## src/rtl/floor_capacity_tracker.sv

```systemverilog
// Per-floor free-space counters for the parking lot plus the timed entry/exit gate.
// Each enter/exit event moves exactly one counter by one and (re)opens the gate.
module floor_capacity_tracker #(
    parameter int CNT_W       = 3,
    parameter int CAP_SPEC_0  = 2,
    parameter int CAP_NORM_0  = 5,
    parameter int CAP_FLR_1   = 7,
    parameter int GATE_CYCLES = 4
) (
    input  logic             CLK,
    input  logic             RST,
    input  logic [1:0]       MODE,
    input  logic [2:0]       action_taken,
    input  logic             chosen_flr,
    input  logic             id_special,
    input  logic             id_valid,
    input  logic             user_in_floor,
    output logic [CNT_W-1:0] remain_flr_spec_0,
    output logic [CNT_W-1:0] remain_flr_norm_0,
    output logic [CNT_W-1:0] remain_flr_1,
    output logic             lot_full,
    output logic             gate_open,
    output logic             ovf_err,
    output logic             unf_err
);
    localparam int GC_W = (GATE_CYCLES > 1) ? $clog2(GATE_CYCLES) : 1;
    localparam logic [CNT_W-1:0] CAP_S  = CNT_W'(CAP_SPEC_0);
    localparam logic [CNT_W-1:0] CAP_N  = CNT_W'(CAP_NORM_0);
    localparam logic [CNT_W-1:0] CAP_F  = CNT_W'(CAP_FLR_1);
    localparam logic [GC_W-1:0]  GC_MAX = GC_W'(GATE_CYCLES - 1);

    typedef enum logic [1:0] {G_IDLE, G_OPEN, G_CLOSING} gate_st_e;
    typedef enum logic [1:0] {A_SPEC0, A_NORM0, A_FLR1} area_e;

    logic [2:0]       prev_act_q;
    logic [CNT_W-1:0] spec_q, spec_d, norm_q, norm_d, flr1_q, flr1_d;
    logic             ovf_q, ovf_d, unf_q, unf_d;
    gate_st_e         gst_q, gst_d;
    logic [GC_W-1:0]  gcnt_q, gcnt_d;

    logic             evt, id_ok, is_entry, is_exit, floor_sel, counted;
    area_e            area;
    logic [CNT_W-1:0] cur, cap;

    always_comb begin
        evt      = (action_taken != prev_act_q) &&
                   (action_taken == 3'd1 || action_taken == 3'd2 || action_taken == 3'd3);
        id_ok    = id_valid || id_special;
        is_entry = evt && (action_taken != 3'd3) && (MODE == 2'd0) && id_ok;
        is_exit  = evt && (action_taken == 3'd3) && (MODE == 2'd1) && id_ok;

        // Action 1 means the user was redirected to the floor they did not ask for.
        floor_sel = is_exit ? user_in_floor
                            : ((action_taken == 3'd2) ? chosen_flr : ~chosen_flr);
        if (id_special)     area = A_SPEC0;
        else if (floor_sel) area = A_FLR1;
        else                area = A_NORM0;

        case (area)
            A_SPEC0: begin cur = spec_q; cap = CAP_S; end
            A_NORM0: begin cur = norm_q; cap = CAP_N; end
            default: begin cur = flr1_q; cap = CAP_F; end
        endcase

        ovf_d   = is_entry && (cur == '0);
        unf_d   = is_exit  && (cur == cap);
        counted = (is_entry && !ovf_d) || (is_exit && !unf_d);

        spec_d = spec_q;
        norm_d = norm_q;
        flr1_d = flr1_q;
        if (counted) begin
            case (area)
                A_SPEC0: spec_d = is_entry ? spec_q - 1'b1 : spec_q + 1'b1;
                A_NORM0: norm_d = is_entry ? norm_q - 1'b1 : norm_q + 1'b1;
                default: flr1_d = is_entry ? flr1_q - 1'b1 : flr1_q + 1'b1;
            endcase
        end
    end

    always_comb begin
        gst_d  = gst_q;
        gcnt_d = gcnt_q;
        case (gst_q)
            G_IDLE: if (counted) begin
                gst_d  = G_OPEN;
                gcnt_d = GC_MAX;
            end
            G_OPEN: begin
                if (counted)              gcnt_d = GC_MAX;
                else if (gcnt_q == '0)    gst_d  = G_CLOSING;
                else                      gcnt_d = gcnt_q - 1'b1;
            end
            G_CLOSING: begin
                gst_d = G_IDLE;
                if (counted) begin
                    gst_d  = G_OPEN;
                    gcnt_d = GC_MAX;
                end
            end
            default: gst_d = G_IDLE;
        endcase
    end

    always_ff @(posedge CLK) begin
        if (RST) begin
            prev_act_q <= '0;
            spec_q     <= CAP_S;
            norm_q     <= CAP_N;
            flr1_q     <= CAP_F;
            ovf_q      <= 1'b0;
            unf_q      <= 1'b0;
            gst_q      <= G_IDLE;
            gcnt_q     <= '0;
        end else begin
            prev_act_q <= action_taken;
            spec_q     <= spec_d;
            norm_q     <= norm_d;
            flr1_q     <= flr1_d;
            ovf_q      <= ovf_d;
            unf_q      <= unf_d;
            gst_q      <= gst_d;
            gcnt_q     <= gcnt_d;
        end
    end

    assign remain_flr_spec_0 = spec_q;
    assign remain_flr_norm_0 = norm_q;
    assign remain_flr_1      = flr1_q;
    assign lot_full          = (norm_q == '0) && (flr1_q == '0);
    assign gate_open         = (gst_q == G_OPEN);
    assign ovf_err           = ovf_q;
    assign unf_err           = unf_q;
endmodule
```

## config.mk

```make
export PLATFORM = sky130hd
export DESIGN_NAME = floor_capacity_tracker
export DESIGN_NICKNAME = d
export VERILOG_FILES = /design/src/rtl/floor_capacity_tracker.sv
export SDC_FILE = /design/constraint.sdc
export NUM_CORES = 1
export LEC_CHECK = 0
export ABC_AREA = 1
export BUFFER_PORTS_ARGS = -buffer_cell sky130_fd_sc_hd__buf_2
export CAP_MARGIN = 20
export CORE_MARGIN = 2
export CORE_UTILIZATION = 35
export CTS_CLUSTER_SIZE = 10
export DETAILED_ROUTE_END_ITERATION = 10
export PLACE_DENSITY = 0.66
export SLEW_MARGIN = 20
export SYNTH_ARGS = -nofsm -noshare
export SYNTH_HDL_FRONTEND = slang
export SYNTH_SLANG_ARGS = --single-unit
```

## constraint.sdc

```tcl
create_clock -name CLK -period 4.67 [get_ports CLK]
set_input_delay 0.467 -clock CLK [delete_from_list [all_inputs] [get_ports CLK]]
set_output_delay 0.467 -clock CLK [all_outputs]
set_load 0.1 [all_outputs]
```

# ---- Word-level counts from Yosys, hierarchy flattened
# Index checks and enable logic that the tools add are counted.
# W data, S select, Z words.
dict set report op_classes {
  div 0
  order_cmp 0
  n_shift 0
  bitwise_logic 2
  eq_ne 15
  add_sub_neg 7
  multipliers 0
  n_reduce_logical 33
  mux 18
}
# op count
set op_table {}
lappend op_table {{$mux W2} 8}
lappend op_table {{$logic_and A1 B1 Y1} 12}
lappend op_table {{$pmux W3 S2} 2}
lappend op_table {{$add A3 B1 Y3 const B} 3}
lappend op_table {{$logic_not A3 Y1} 3}
lappend op_table {{$mux W3} 3}
lappend op_table {{$sub A3 B1 Y3 const B} 3}
lappend op_table {{$logic_not A2 Y1} 4}
lappend op_table {{$eq A2 B1 Y1 const B} 3}
lappend op_table {{$eq A3 B2 Y1 const B} 2}
lappend op_table {{$pmux W2 S3} 1}
lappend op_table {{$reduce_and A2 Y1} 3}
lappend op_table {{$reduce_and A3 Y1} 2}
lappend op_table {{$logic_or A1 B1 Y1} 4}
lappend op_table {{$ne A2 B1 Y1 const B} 2}
lappend op_table {{$ne A2 B2 Y1 const B} 2}
lappend op_table {{$pmux W2 S2} 1}
lappend op_table {{$reduce_or A2 Y1} 2}
lappend op_table {{$eq A3 B1 Y1 const B} 1}
lappend op_table {{$eq A3 B3 Y1} 1}
lappend op_table {{$mux W1} 3}
lappend op_table {{$ne A3 B2 Y1 const B} 1}
lappend op_table {{$ne A3 B3 Y1} 1}
lappend op_table {{$ne A3 B3 Y1 const B} 1}
lappend op_table {{5 further kinds} 7}
dict set report word_totals {
  output_inout_bits 13
  regBits 18
  latch_bits 0
  mem_bits_ro 0
  mem_count 0
  input_bits 11
  ramBits 0
}

# ---- Logic depth before layout (Yosys ltp)
# Gate-level depths: netlist (run 1).
dict set report logic_depth {
  depth_word 19
  mapped_depth 19
}

# ---- Worst setup path after synthesis (run 1)
# OpenSTA, ideal clock, no wires.
dict set report synth_path {
  path_type {register to output}
  startpoint {register norm_q[1], in the netlist remain_flr_norm_0[1]}
  endpoint {output lot_full}
  path_stages_with_launch 4
  path_buffers 0
  path_slack_ns 1.151
  arrival_time_ns 3.052
  path_cell_list {dfxtp_1 inv_1 nand4_1 nor3_1}
}
dict set report synth_via {
  elab_chain_cells 2
}
# element line
set synth_lines {}
lappend synth_lines {{start, declared} 36} ;# logic [CNT_W-1:0] spec_q, spec_d, norm_q, norm_d, flr1_q, flr1_d;
lappend synth_lines {{start signal, assigned} 118} ;# norm_q <= norm_d;
lappend synth_lines {{$logic_not A3 Y1} 130} ;# assign lot_full = (norm_q == '0) && (flr1_q == '0);
lappend synth_lines {{$logic_and A1 B1 Y1} 130}
lappend synth_lines {{end, declared} 21} ;# output logic lot_full,
# Every way passes these cells.

# ---- Worst setup path after layout (run 1)
dict set report layout_path {
  startpoint {input id_special}
  endpoint {register flr1_q[2], in the netlist remain_flr_1[2]}
}
dict set report layout_via {
  elab_chain_cells 13
  word_cells_on_any_way 23
}
# element line
set layout_lines {}
lappend layout_lines {{start, declared} 15} ;# input logic id_special,
lappend layout_lines {{$logic_or A1 B1 Y1} 48} ;# id_ok = id_valid || id_special;
lappend layout_lines {{$logic_and A1 B1 Y1} 50} ;# is_exit = evt && (action_taken == 3'd3) && (MODE == 2'd1) && id_ok;
lappend layout_lines {{$mux W1} 53} ;# floor_sel = is_exit ? user_in_floor
lappend layout_lines {{$mux W2} 56} ;# else if (floor_sel) area = A_FLR1;
lappend layout_lines {{$mux W2} 55} ;# if (id_special) area = A_SPEC0;
lappend layout_lines {{$eq A2 B1 Y1 / $logic_not A2 Y1 (equally long branches)} {59, 73}}
lappend layout_lines {{$pmux W3 S2} 59} ;# case (area)
lappend layout_lines {{$eq A3 B3 Y1 / $logic_not A3 Y1 (equally long branches)} {66, 65}}
lappend layout_lines {{$logic_and A1 B1 Y1, on equally long branches} {66, 65}}
lappend layout_lines {{$logic_not A1 Y1} 67} ;# counted = (is_entry && !ovf_d) || (is_exit && !unf_d);
lappend layout_lines {{$logic_and A1 B1 Y1} 67}
lappend layout_lines {{$logic_or A1 B1 Y1} 67}
lappend layout_lines {{$reduce_and A2 Y1 (no line)} --}
lappend layout_lines {{end signal, assigned} 119} ;# flr1_q <= flr1_d;
lappend layout_lines {{end, declared} 36}
# Several ways; a longest one is shown, not always the timed one.
# A chain may end at the register's enable or synchronous reset.

==> results of run 1 <==
[worst max-delay path: stages]
cell	delay, ps
buf_2	190
inv_6	70
nand2_4	80
nand3_1	80
a211oi_1	170
nand2_1	290
fa_1	470
xnor2_1	230
nor2_1	70
nand2_1	60
nand3_1	60
[power by group]
part,switching (mW),leakage [nW],internal (mW)
combinational,0.0506,0.613,0.0217
clock,0.0471,0.0138,0.0300
sequential,0.00281,0.146,0.158
total,0.101,0.773,0.209
[layer usage]
| layer | up-vias | GRT usage | share of wire |
|---|---|---|---|
| li1 | 579 | - | - |
| met1 | 470 | 0.186 | 0.52 |
| met2 | 20 | 0.191 | 0.42 |
| met3 | 5 | 0.0252 | 0.043 |
| met4 | 0 | 0.0667 | 0.021 |
| met5 | - | 0 | 0 |
[cells by family after synthesis]
| group | Yosys count |
|---|---|
| AO/OA/AOI/OAI | 15 |
| buffers and inverters | 36 |
| adder cells (fa/ha/maj) | 4 |
| AND/OR/NAND/NOR | 89 |
| XOR/XNOR | 6 |
| flip-flops | 18 |
[cell usage in the layout (no fill, tap or decap)]
master	instances
a21oi_1	5
fa_1	3
o211ai_1	2
nand4_1	7
o21ai_1	4
nand3_2	6
buf_2	23
o21ai_0	1
nand2_2	6
xor2_1	4
clkbuf_4	3
nor3_1	3
nor2_1	14
a21oi_2	1
inv_2	3
nand2_4	6
a31oi_1	1
nor2_8	1
nand3_1	13
xnor2_1	2
a211oi_1	1
ha_1	1
inv_1	30
nand2_1	32
nor4_1	1
inv_6	1
dfxtp_1	18
[state kept, by name, summed over array words and instances, names as in the netlist]
signal	flops
gst_q	2
remain_flr_spec_0	3
unf_err	1
prev_act_q	3
remain_flr_1	3
gcnt_q	2
remain_flr_norm_0	3
ovf_err	1
[cell type report]
class | instances | share of cell area
timing repair buffer | 23 | 0.0829
tap | 46 | 0.0414
sequential | 18 | 0.259
inverter | 34 | 0.0955
clock buffer | 3 | 0.0162
multi-input combinational | 114 | 0.505
[final timing paths]
kind,start,endpoint,cells past startpoint
worst max-delay path,id_special,remain_flr_1[2],11
worst min-delay path,gst_q[1],gst_q[1],1
worst max register to register,prev_act_q[1],remain_flr_1[2],15
worst min register to register,gst_q[1],gst_q[1],1
[stage by stage]
step	setup WS (ps)	cells
after floorplan	1150	168
after global placement	2370	235
after detailed placement	2290	235
after CTS	2620	238
after global routing	2500	238
final	2600	238
==> impl_metrics.sql, run 1 <==
INSERT INTO impl_metrics (metric_group, metric, value, unit) VALUES
('sta', 'totalNegativeSetupSlack', '0', 'ps'),
('drt', 'totalWireLength', '2.36', 'mm'),
('floorplanning', 'io_pins', '24', ''),
('floorplanning', 'core_region_area', '3340', 'um^2'),
('placed_design', 'standard_cell_area_after_detailed_placement', '1370', 'um^2'),
('yosys', 'netlist-cell-type-count', '27', ''),
('hold_path', 'timing.hold.worst.class', 'reg2reg', ''),
('final_layout', 'final_layout_size_suffix_gt1_frac', '0.260', ''),
('yosys', 'post_synth_and_or_nand_nor_area_fraction', '0.404', ''),
('yosys', 'netlist.top_cell.by_area', 'dfxtp_1', ''),
('yosys', 'post_synth_top_area_share', '0.298', ''),
('job', 'drv_cap', '0', ''),
('sta', 'maxSlewViolCount', '0', ''),
('cts', 'clockRootBuffer', 'clkbuf_4', ''),
('cts', 'cts-buffers-inserted', '3', ''),
('yosys', 'synth_edf_count', '0', ''),
('final_layout', 'nNetsFinal', '209', ''),
('worst_setup_path', 'critPathKind', 'in2reg', ''),
('worst_setup_path', 'worst-endpoint-arrival', '2260', 'ps'),
('sta', 'fin_skew', '4.63', 'ps'),
('cts', 'cts_setup_buffers', '0', ''),
('cts', 'clock_tree_buffer_depth', '2', ''),
('cts', 'cts_tree', 'built', ''),
('yosys', 'synth_xor_area_frac', '0.0435', ''),
('worst_setup_path', 'crit_path_start_kind', 'input port', ''),
('global_route', 'grt_start_max_net_pins', '13', ''),
('yosys', 'synth-adder-area-share', '0.0600', ''),
('drt', 'initialDrtViolationCount', '58', ''),
('yosys', 'seq_area_frac_synth', '0.298', ''),
('power_and_ir_drop', 'power.density_cell_area', '223', 'nW/um^2'),
('sta', 'hold_violations', '0', ''),
('cts', 'cts.repair.resized', '0', ''),
('yosys', 'post_synth_inst_count', '168', ''),
('placed_design', 'place_hpwl', '1.92', 'mm'),
('placed_design', 'place_congestion', '0.830', ''),
('final_layout', 'synthToLayoutAreaGrowth', '14.9', '%'),
('worst_setup_path', 'worst-r2r-setup-slack', '2750', 'ps'),
('drt', 'detail-route-antenna-nets', '0', ''),
('yosys', 'synth-main-ff-cell', 'dfxtp_1', ''),
('final_layout', 'finish.instance_area', '1390', 'um^2'),
('final_layout', 'utilization_after_layout', '0.416', ''),
('power_and_ir_drop', 'ir_drop', '107', 'uV'),
('final_layout', 'area_taken_by_multi_input_logic_gates', '701', 'um^2'),
('power_and_ir_drop', 'leakage', '0.773', 'nW'),
('cts', 'clock-sinks', '18', ''),
('worst_setup_path', 'worstPathRequired', '4860', 'ps'),
('global_route', 'leftover_overflow_at_the_end_of_global_routing', '0', ''),
('global_route', 'grt_pass1_wl', '4.18', 'mm'),
('sta', 'worst_slew_pin_slew', '488', 'ps'),
('sta', 'timing.fmax', '0.483', 'GHz'),
('cts', 'cts_max_level', '1', ''),
('worst_setup_path', 'critical_path.max_fanout', '9', ''),
('sta', 'finalHoldWorstSlack', '424', 'ps'),
('run_status', 'status', 'finished clean', ''),
('sta', 'finalCritPeriodShare', '0.443', ''),
('yosys', 'mappedNetlistArea', '1210', 'um^2'),
('sta', 'relSlewSlack', '0.677', ''),
('final_layout', 'seq_area', '360', 'um^2'),
('floorplanning', 'design.die.area', '3940', 'um^2'),
('final_layout', 'diodes', '0', ''),
('floorplanning', 'initial_utilization', '0.362', ''),
('yosys', 'yosysMostFrequentCell', 'nand2_1', ''),
('worst_setup_path', 'worst_setup_path_end_kind', 'flop', ''),
('power_and_ir_drop', 'power.total', '0.310', 'mW'),
('placed_design', 'io_buffer_count', '23', ''),
('cts', 'clock_latency_of_the_later_clocked_register_in_the_worst_skew_pair', '290', 'ps'),
('yosys', 'synthMuxAreaShare', '0', ''),
('sta', 'setup_viol', '0', ''),
('floorplanning', 'chipWidth', '62.8', 'um'),
('floorplanning', 'std_cell_rows', '21', ''),
('yosys', 'synthesized_area_divided_by_synthesized_cell_count', '7.19', 'um^2');
Note: power is estimated with default switching activity, not from simulation.
==> inputs of run 2 (changes only) <==
clock period = 2.1 ns   (was 4.67 ns; I/O delays follow)
==> run 2 against run 1 <==
First-iteration DRC count is 59% lower. Non-clock buffer count is 3 higher. Clock skew is 2.9 ps lower. Count of clock-buffer cells in the layout is 1 higher.
==> impl_metrics.sql, run 2 (same netlist as run 1, synthesis figures left out) <==
INSERT INTO impl_metrics (metric_group, metric, value, unit) VALUES
('floorplanning', 'initial_utilization', '0.362', ''),
('worst_setup_path', 'timing.critical_path.max_delay_family', 'simple AND/OR/NAND/NOR gates', ''),
('global_route', 'grt_start_max_net_pins', '13', ''),
('cts', 'cts-buffers-inserted', '3', ''),
('power_and_ir_drop', 'power.total', '0.750', 'mW'),
('global_route', 'overall_track_demand_over_capacity_in_global_routing', '0.136', ''),
('final_layout', 'diodes', '0', ''),
('drt', 'routed-via-count', '1090', ''),
('global_route', 'leftover_overflow_at_the_end_of_global_routing', '0', ''),
('placed_design', 'standard_cell_area_after_detailed_placement', '1410', 'um^2'),
('global_route', 'antenna_violations_before_repair', '0', ''),
('placed_design', 'place_congestion', '0.856', ''),
('cts', 'clock_tree_buffer_depth', '2', ''),
('global_route', 'grt_util_met1', '0.190', ''),
('global_route', 'top_usage_layer', 'met2', ''),
('floorplanning', 'std_cell_rows', '21', ''),
('drt', 'first_pass_iters', '5', ''),
('cts', 'clock_pin_slew_on_the_worst_setup_and_hold_paths', '110', 'ps'),
('worst_setup_path', 'reg_to_reg_critical_path_startpoint', 'prev_act_q[0]', ''),
('cts', 'cts_setup_buffers', '0', ''),
('worst_setup_path', 'critPathKind', 'reg2reg', ''),
('drt', 'routed_via_density', '4.50', ''),
('sta', 'setup_viol', '0', ''),
('drt', 'detail-route-antenna-nets', '0', ''),
('drt', 'drt_drc_violations_left', '0', ''),
('hold_path', 'worst_hold_startpoint', 'action_taken[1]', ''),
('global_route', 'groute.layer.met2.usage', '0.196', ''),
('worst_setup_path', 'critPathLaunch', 'prev_act_q[0]', ''),
('sta', 'final.setup.worst_slack', '186', 'ps'),
('sta', 'totalNegativeSetupSlack', '0', 'ps'),
('drt', 'wl_per_cell', '10.3', 'um'),
('sta', 'hold_violations', '0', ''),
('drt', 'initialDrtViolationCount', '24', ''),
('worst_setup_path', 'worstPathBufferInverterCount', '1', ''),
('sta', 'maxSlewViolCount', '0', ''),
('placed_design', 'place_hpwl', '1.97', 'mm'),
('placed_design', 'placed_cells_incl_taps', '238', ''),
('cts', 'clock_latency_of_the_later_clocked_register_in_the_worst_skew_pair', '300', 'ps'),
('worst_setup_path', 'worst_setup_path_end_kind', 'flop', ''),
('global_route', 'global_route.usage.met3', '0.0288', ''),
('cts', 'cts_max_level', '1', ''),
('drt', 'totalWireLength', '2.48', 'mm'),
('final_layout', 'utilization_after_layout', '0.437', ''),
('worst_setup_path', 'crit_path_start_kind', 'flop', ''),
('cts', 'clockRootBuffer', 'clkbuf_4', ''),
('worst_setup_path', 'max_stage_delay', '350', 'ps'),
('final_layout', 'fillerInstances', '375', ''),
('cts', 'cts.repair.resized', '0', ''),
('placed_design', 'place_ws', '26.0', 'ps'),
('sta', 'fin_skew', '1.70', 'ps'),
('sta', 'rsz0062_at_grt', 'false', ''),
('floorplanning', 'vertical_die_dimension', '62.8', 'um'),
('sta', 'finalHoldWorstSlack', '193', 'ps'),
('final_layout', 'layout.cells.most_common_list', 'nand2_1, inv_1, buf_2', ''),
('sta', 'fin_crit', '1910', 'ps'),
('job', 'drv_cap', '0', ''),
('global_route', 'grt_pass1_vias', '973', ''),
('sta', 'relSlewSlack', '0.677', ''),
('worst_setup_path', 'worst-endpoint-arrival', '2110', 'ps'),
('hold_path', 'timing.hold.worst.class', 'in2reg', ''),
('final_layout', 'fin_cells', '242', ''),
('floorplanning', 'chipWidth', '62.8', 'um'),
('cts', 'holdBufCountCts', '0', ''),
('cts', 'clock-sinks', '18', ''),
('final_layout', 'layout_commonest_cell', 'nand2_1', ''),
('worst_setup_path', 'path_cells', 'inv_1 > nand2_1 > nand2_1 > nand3_4 > nand3_2 > nand4_1 > nand2_1 > o21ai_1 > nand3_2 > nand2_2 > nand2_4 > nand2_2 > nor2_1 > nand2_1 > nand3_1', ''),
('sta', 'timing.fmax', '0.522', 'GHz'),
('floorplanning', 'design.die.area', '3940', 'um^2'),
('power_and_ir_drop', 'ir_drop', '317', 'uV'),
('worst_setup_path', 'critical_path.max_fanout', '6', ''),
('sta', 'worst_slew_pin_slew', '488', 'ps'),
('sta', 'finalCritPeriodShare', '0.912', ''),
('final_layout', 'synthToLayoutAreaGrowth', '20.6', '%'),
('final_layout', 'finish.instance_area', '1460', 'um^2'),
('power_and_ir_drop', 'power.density_cell_area', '514', 'nW/um^2'),
('worst_setup_path', 'worstPathRequired', '2300', 'ps'),
('final_layout', 'nNetsFinal', '212', ''),
('power_and_ir_drop', 'leakage', '0.814', 'nW'),
('global_route', 'grt_pass1_wl', '4.26', 'mm'),
('floorplanning', 'core_region_area', '3340', 'um^2'),
('worst_setup_path', 'crit_path_top_cell_by_count', 'nand2_1', ''),
('final_layout', 'final_layout_size_suffix_gt1_frac', '0.306', ''),
('floorplanning', 'io_pins', '24', ''),
('cts', 'cts_tree', 'built', ''),
('run_status', 'status', 'finished clean', ''),
('placed_design', 'io_buffer_count', '23', ''),
('worst_setup_path', 'timing.critical_path.slowest_stage_cell', 'dfxtp_1', '');
-- run 2: path summary, 6_finish.rpt --
kind                                   endpoint  slack (ps)  cells past startpoint
worst max-delay path            remain_flr_1[2]         190                     15
worst min-delay path              prev_act_q[1]         190                      3
worst max register to register  remain_flr_1[2]         190                     15
worst min register to register         gst_q[1]         450                      1
-- run 2: power by group --
part / internal (mW) / switching [mW]
Clock: 0.106 / 0.115
Sequential: 0.351 / 0.00703
Combinational: 0.0536 / 0.117
-- run 2: cell type report --
type,count,area [um^2],area share
clock buffers,4,36.3,0.0249
multi-input cells,114,729,0.500
flip-flops and latches,18,364,0.250
well taps,46,57.6,0.0395
inverters,34,133,0.0910
repair buffers,26,138,0.0944
-- run 2: worst min-delay path, stage by stage --
cell and delay (ps):
buf_2 130, inv_2 80, nor2_1 40
-- run 2: per-layer routing --
metal / share of wire / vias to the layer above
li1: - / 592
met1: 0.53 / 473
met2: 0.41 / 20
met3: 0.035 / 5
met4: 0.021 / 0
met5: 0 / -
==> inputs of run 3 (changes only) <==
CORE_UTILIZATION = 54   (was 35)
PLACE_DENSITY = 0.89   (was 0.66)
==> run 3 against run 2 <==
Total power is 0.21% lower. Combinational power is 4% higher. Design area increased by 1.1%. Utilization is 24 points higher. Worst setup slack lost 75 ps. Worst hold slack better by 6.2 ps. Non-clock buffer count rose by 3. Maximum frequency down 3.8%. First-iteration DRC count is 4.2% lower. Critical path type unchanged. Largest cell class unchanged.
==> impl_metrics.sql, run 3 (same netlist as run 1, synthesis figures left out) <==
INSERT INTO impl_metrics (metric_group, metric, value, unit) VALUES
('final_layout', 'nNetsFinal', '215', ''),
('final_layout', 'synthToLayoutAreaGrowth', '21.9', '%'),
('worst_setup_path', 'worst_reg_to_reg_path_cell_count', '14', ''),
('placed_design', 'place_hpwl', '2.05', 'mm'),
('worst_setup_path', 'max_stage_delay', '340', 'ps'),
('global_route', 'antenna_violations_before_repair', '0', ''),
('worst_setup_path', 'critPathKind', 'reg2reg', ''),
('drt', 'routed_via_density', '5.19', ''),
('global_route', 'grt_start_max_net_pins', '13', ''),
('worst_setup_path', 'critical_path.max_fanout', '6', ''),
('power_and_ir_drop', 'power.total', '0.748', 'mW'),
('final_layout', 'final_layout_size_suffix_gt1_frac', '0.357', ''),
('sta', 'setup_viol', '0', ''),
('sta', 'final.setup.worst_slack', '111', 'ps'),
('cts', 'cts_max_level', '1', ''),
('floorplanning', 'initial_utilization', '0.557', ''),
('floorplanning', 'core_region_area', '2170', 'um^2'),
('sta', 'maxSlewViolCount', '0', ''),
('worst_setup_path', 'reg2reg_to', 'remain_flr_1[2]', ''),
('floorplanning', 'io_pins', '24', ''),
('drt', 'totalWireLength', '2.68', 'mm'),
('sta', 'worst_slew_pin_slew', '488', 'ps'),
('worst_setup_path', 'worstPathBufferInverterCount', '0', ''),
('worst_setup_path', 'critPathLaunch', 'prev_act_q[2]', ''),
('global_route', 'leftover_overflow_at_the_end_of_global_routing', '0', ''),
('drt', 'detail-route-antenna-nets', '0', ''),
('worst_setup_path', 'worstPathRequired', '2290', 'ps'),
('final_layout', 'layout_commonest_cell', 'nand2_1', ''),
('worst_setup_path', 'worst-endpoint-arrival', '2180', 'ps'),
('worst_setup_path', 'path_cells', 'xnor2_2 > nand3_2 > nand2_4 > nand2_4 > nand4_1 > nand2_1 > o21ai_2 > nand3_2 > nand2_2 > nand2_4 > nand2_4 > nor2_2 > nand2_1 > nand3_1', ''),
('drt', 'initialDrtViolationCount', '23', ''),
('cts', 'holdBufCountCts', '0', ''),
('final_layout', 'fin_cells', '227', ''),
('global_route', 'overall_track_demand_over_capacity_in_global_routing', '0.223', ''),
('drt', 'wl_per_cell', '11.8', 'um'),
('sta', 'totalNegativeSetupSlack', '0', 'ps'),
('worst_setup_path', 'timing.critical_path.max_delay_family', 'simple AND/OR/NAND/NOR gates', ''),
('global_route', 'top_usage_layer', 'met2', ''),
('cts', 'cts-buffers-inserted', '3', ''),
('hold_path', 'timing.hold.worst.class', 'in2reg', ''),
('placed_design', 'place_congestion', '0.878', ''),
('run_status', 'status', 'finished clean', ''),
('worst_setup_path', 'worst-r2r-setup-slack', '110', 'ps'),
('floorplanning', 'chipWidth', '51.3', 'um'),
('cts', 'clock_pin_slew_on_the_worst_setup_and_hold_paths', '100', 'ps'),
('worst_setup_path', 'crit_path_top_cell_by_count', 'nand2_4', ''),
('worst_setup_path', 'worst_setup_path_end_kind', 'flop', ''),
('job', 'drv_cap', '0', ''),
('placed_design', 'place_ws', '22.7', 'ps'),
('floorplanning', 'std_cell_rows', '17', ''),
('cts', 'clock-sinks', '18', ''),
('floorplanning', 'vertical_die_dimension', '51.3', 'um'),
('global_route', 'global_route.usage.met3', '0.0175', ''),
('worst_setup_path', 'reg_to_reg_critical_path_startpoint', 'prev_act_q[2]', ''),
('placed_design', 'io_buffer_count', '23', ''),
('cts', 'clock_tree_buffer_depth', '2', ''),
('cts', 'cts_tree', 'built', ''),
('cts', 'clockRootBuffer', 'clkbuf_4', ''),
('sta', 'finalCritPeriodShare', '0.947', ''),
('placed_design', 'placed_cells_incl_taps', '218', ''),
('power_and_ir_drop', 'leakage', '0.844', 'nW'),
('sta', 'hold_violations', '0', ''),
('drt', 'first_pass_iters', '4', ''),
('drt', 'drt_drc_violations_left', '0', ''),
('sta', 'fin_skew', '1.47', 'ps'),
('drt', 'routed-via-count', '1177', ''),
('sta', 'fin_crit', '1990', 'ps'),
('cts', 'clock_latency_of_the_later_clocked_register_in_the_worst_skew_pair', '290', 'ps'),
('sta', 'timing.fmax', '0.503', 'GHz'),
('sta', 'relSlewSlack', '0.677', ''),
('power_and_ir_drop', 'ir_drop', '576', 'uV'),
('final_layout', 'diodes', '0', ''),
('floorplanning', 'design.die.area', '2630', 'um^2'),
('hold_path', 'whs_endpoint', 'prev_act_q[1]', ''),
('global_route', 'grt_pass1_wl', '4.45', 'mm'),
('hold_path', 'worst_hold_startpoint', 'action_taken[1]', ''),
('hold_path', 'whs_path_depth', '3', ''),
('power_and_ir_drop', 'power.density_cell_area', '508', 'nW/um^2'),
('worst_setup_path', 'crit_path_start_kind', 'flop', ''),
('final_layout', 'layout.cells.most_common_list', 'nand2_1, inv_1, buf_2', ''),
('worst_setup_path', 'timing.critical_path.slowest_stage_cell', 'dfxtp_2', ''),
('global_route', 'grt_pass1_vias', '1109', ''),
('global_route', 'grt_util_met1', '0.267', ''),
('sta', 'rsz0062_at_grt', 'true', ''),
('global_route', 'groute.layer.met2.usage', '0.398', '');
==> run 3: stage by stage <==
stage,cell area [um^2],hold slack (ps),utilization
floorplan,1230,287,-
global placement,1370,428,0.631
detailed placement,1370,448,0.631
CTS,1410,188,0.648
global route,1470,211,0.679
finish,1470,199,0.679
==> run 3: worst max path at each step <==
stage / slack (ps) / endpoint / depth (start not counted)
after floorplan: 30 / remain_flr_1[2] / 6
after global placement: 80 / remain_flr_1[2] / 11
after detailed placement: 20 / remain_flr_1[2] / 11
after CTS: 80 / gcnt_q[1] / 14
after global routing: -60 / gcnt_q[0] / 14
final: 110 / remain_flr_1[2] / 14
==> run 3: area by class of cell <==
type	instances	area, um^2
multi-input combinational	114	743
timing repair buffer	29	160
sequential	18	367
tap	28	35.0
clock buffer	4	36.3
inverter	34	133
fill	189	696
==> run 3: power breakdown <==
part / switching (mW) / internal, mW / total [mW] / leakage (nW)
combinational: 0.120 / 0.0560 / 0.176 / 0.678
clock: 0.107 / 0.106 / 0.213 / 0.0210
sequential: 0.00760 / 0.351 / 0.359 / 0.146
==> run 3: what timing repair did <==
item,in CTS,in global routing
gates resized for setup,0,10
endpoints found under the setup margin,0,11
setup buffers,0,5
==> run 3: per-layer routing <==
metal	up-vias	part of all wire
met5	-	0
met4	0	0.023
met3	8	0.058
met2	40	0.50
met1	534	0.42
li1	595	-
==> run 3: worst min-delay path, cell delays in order <==
cell and delay (ps):
buf_2 130, inv_2 70, nor2_1 40
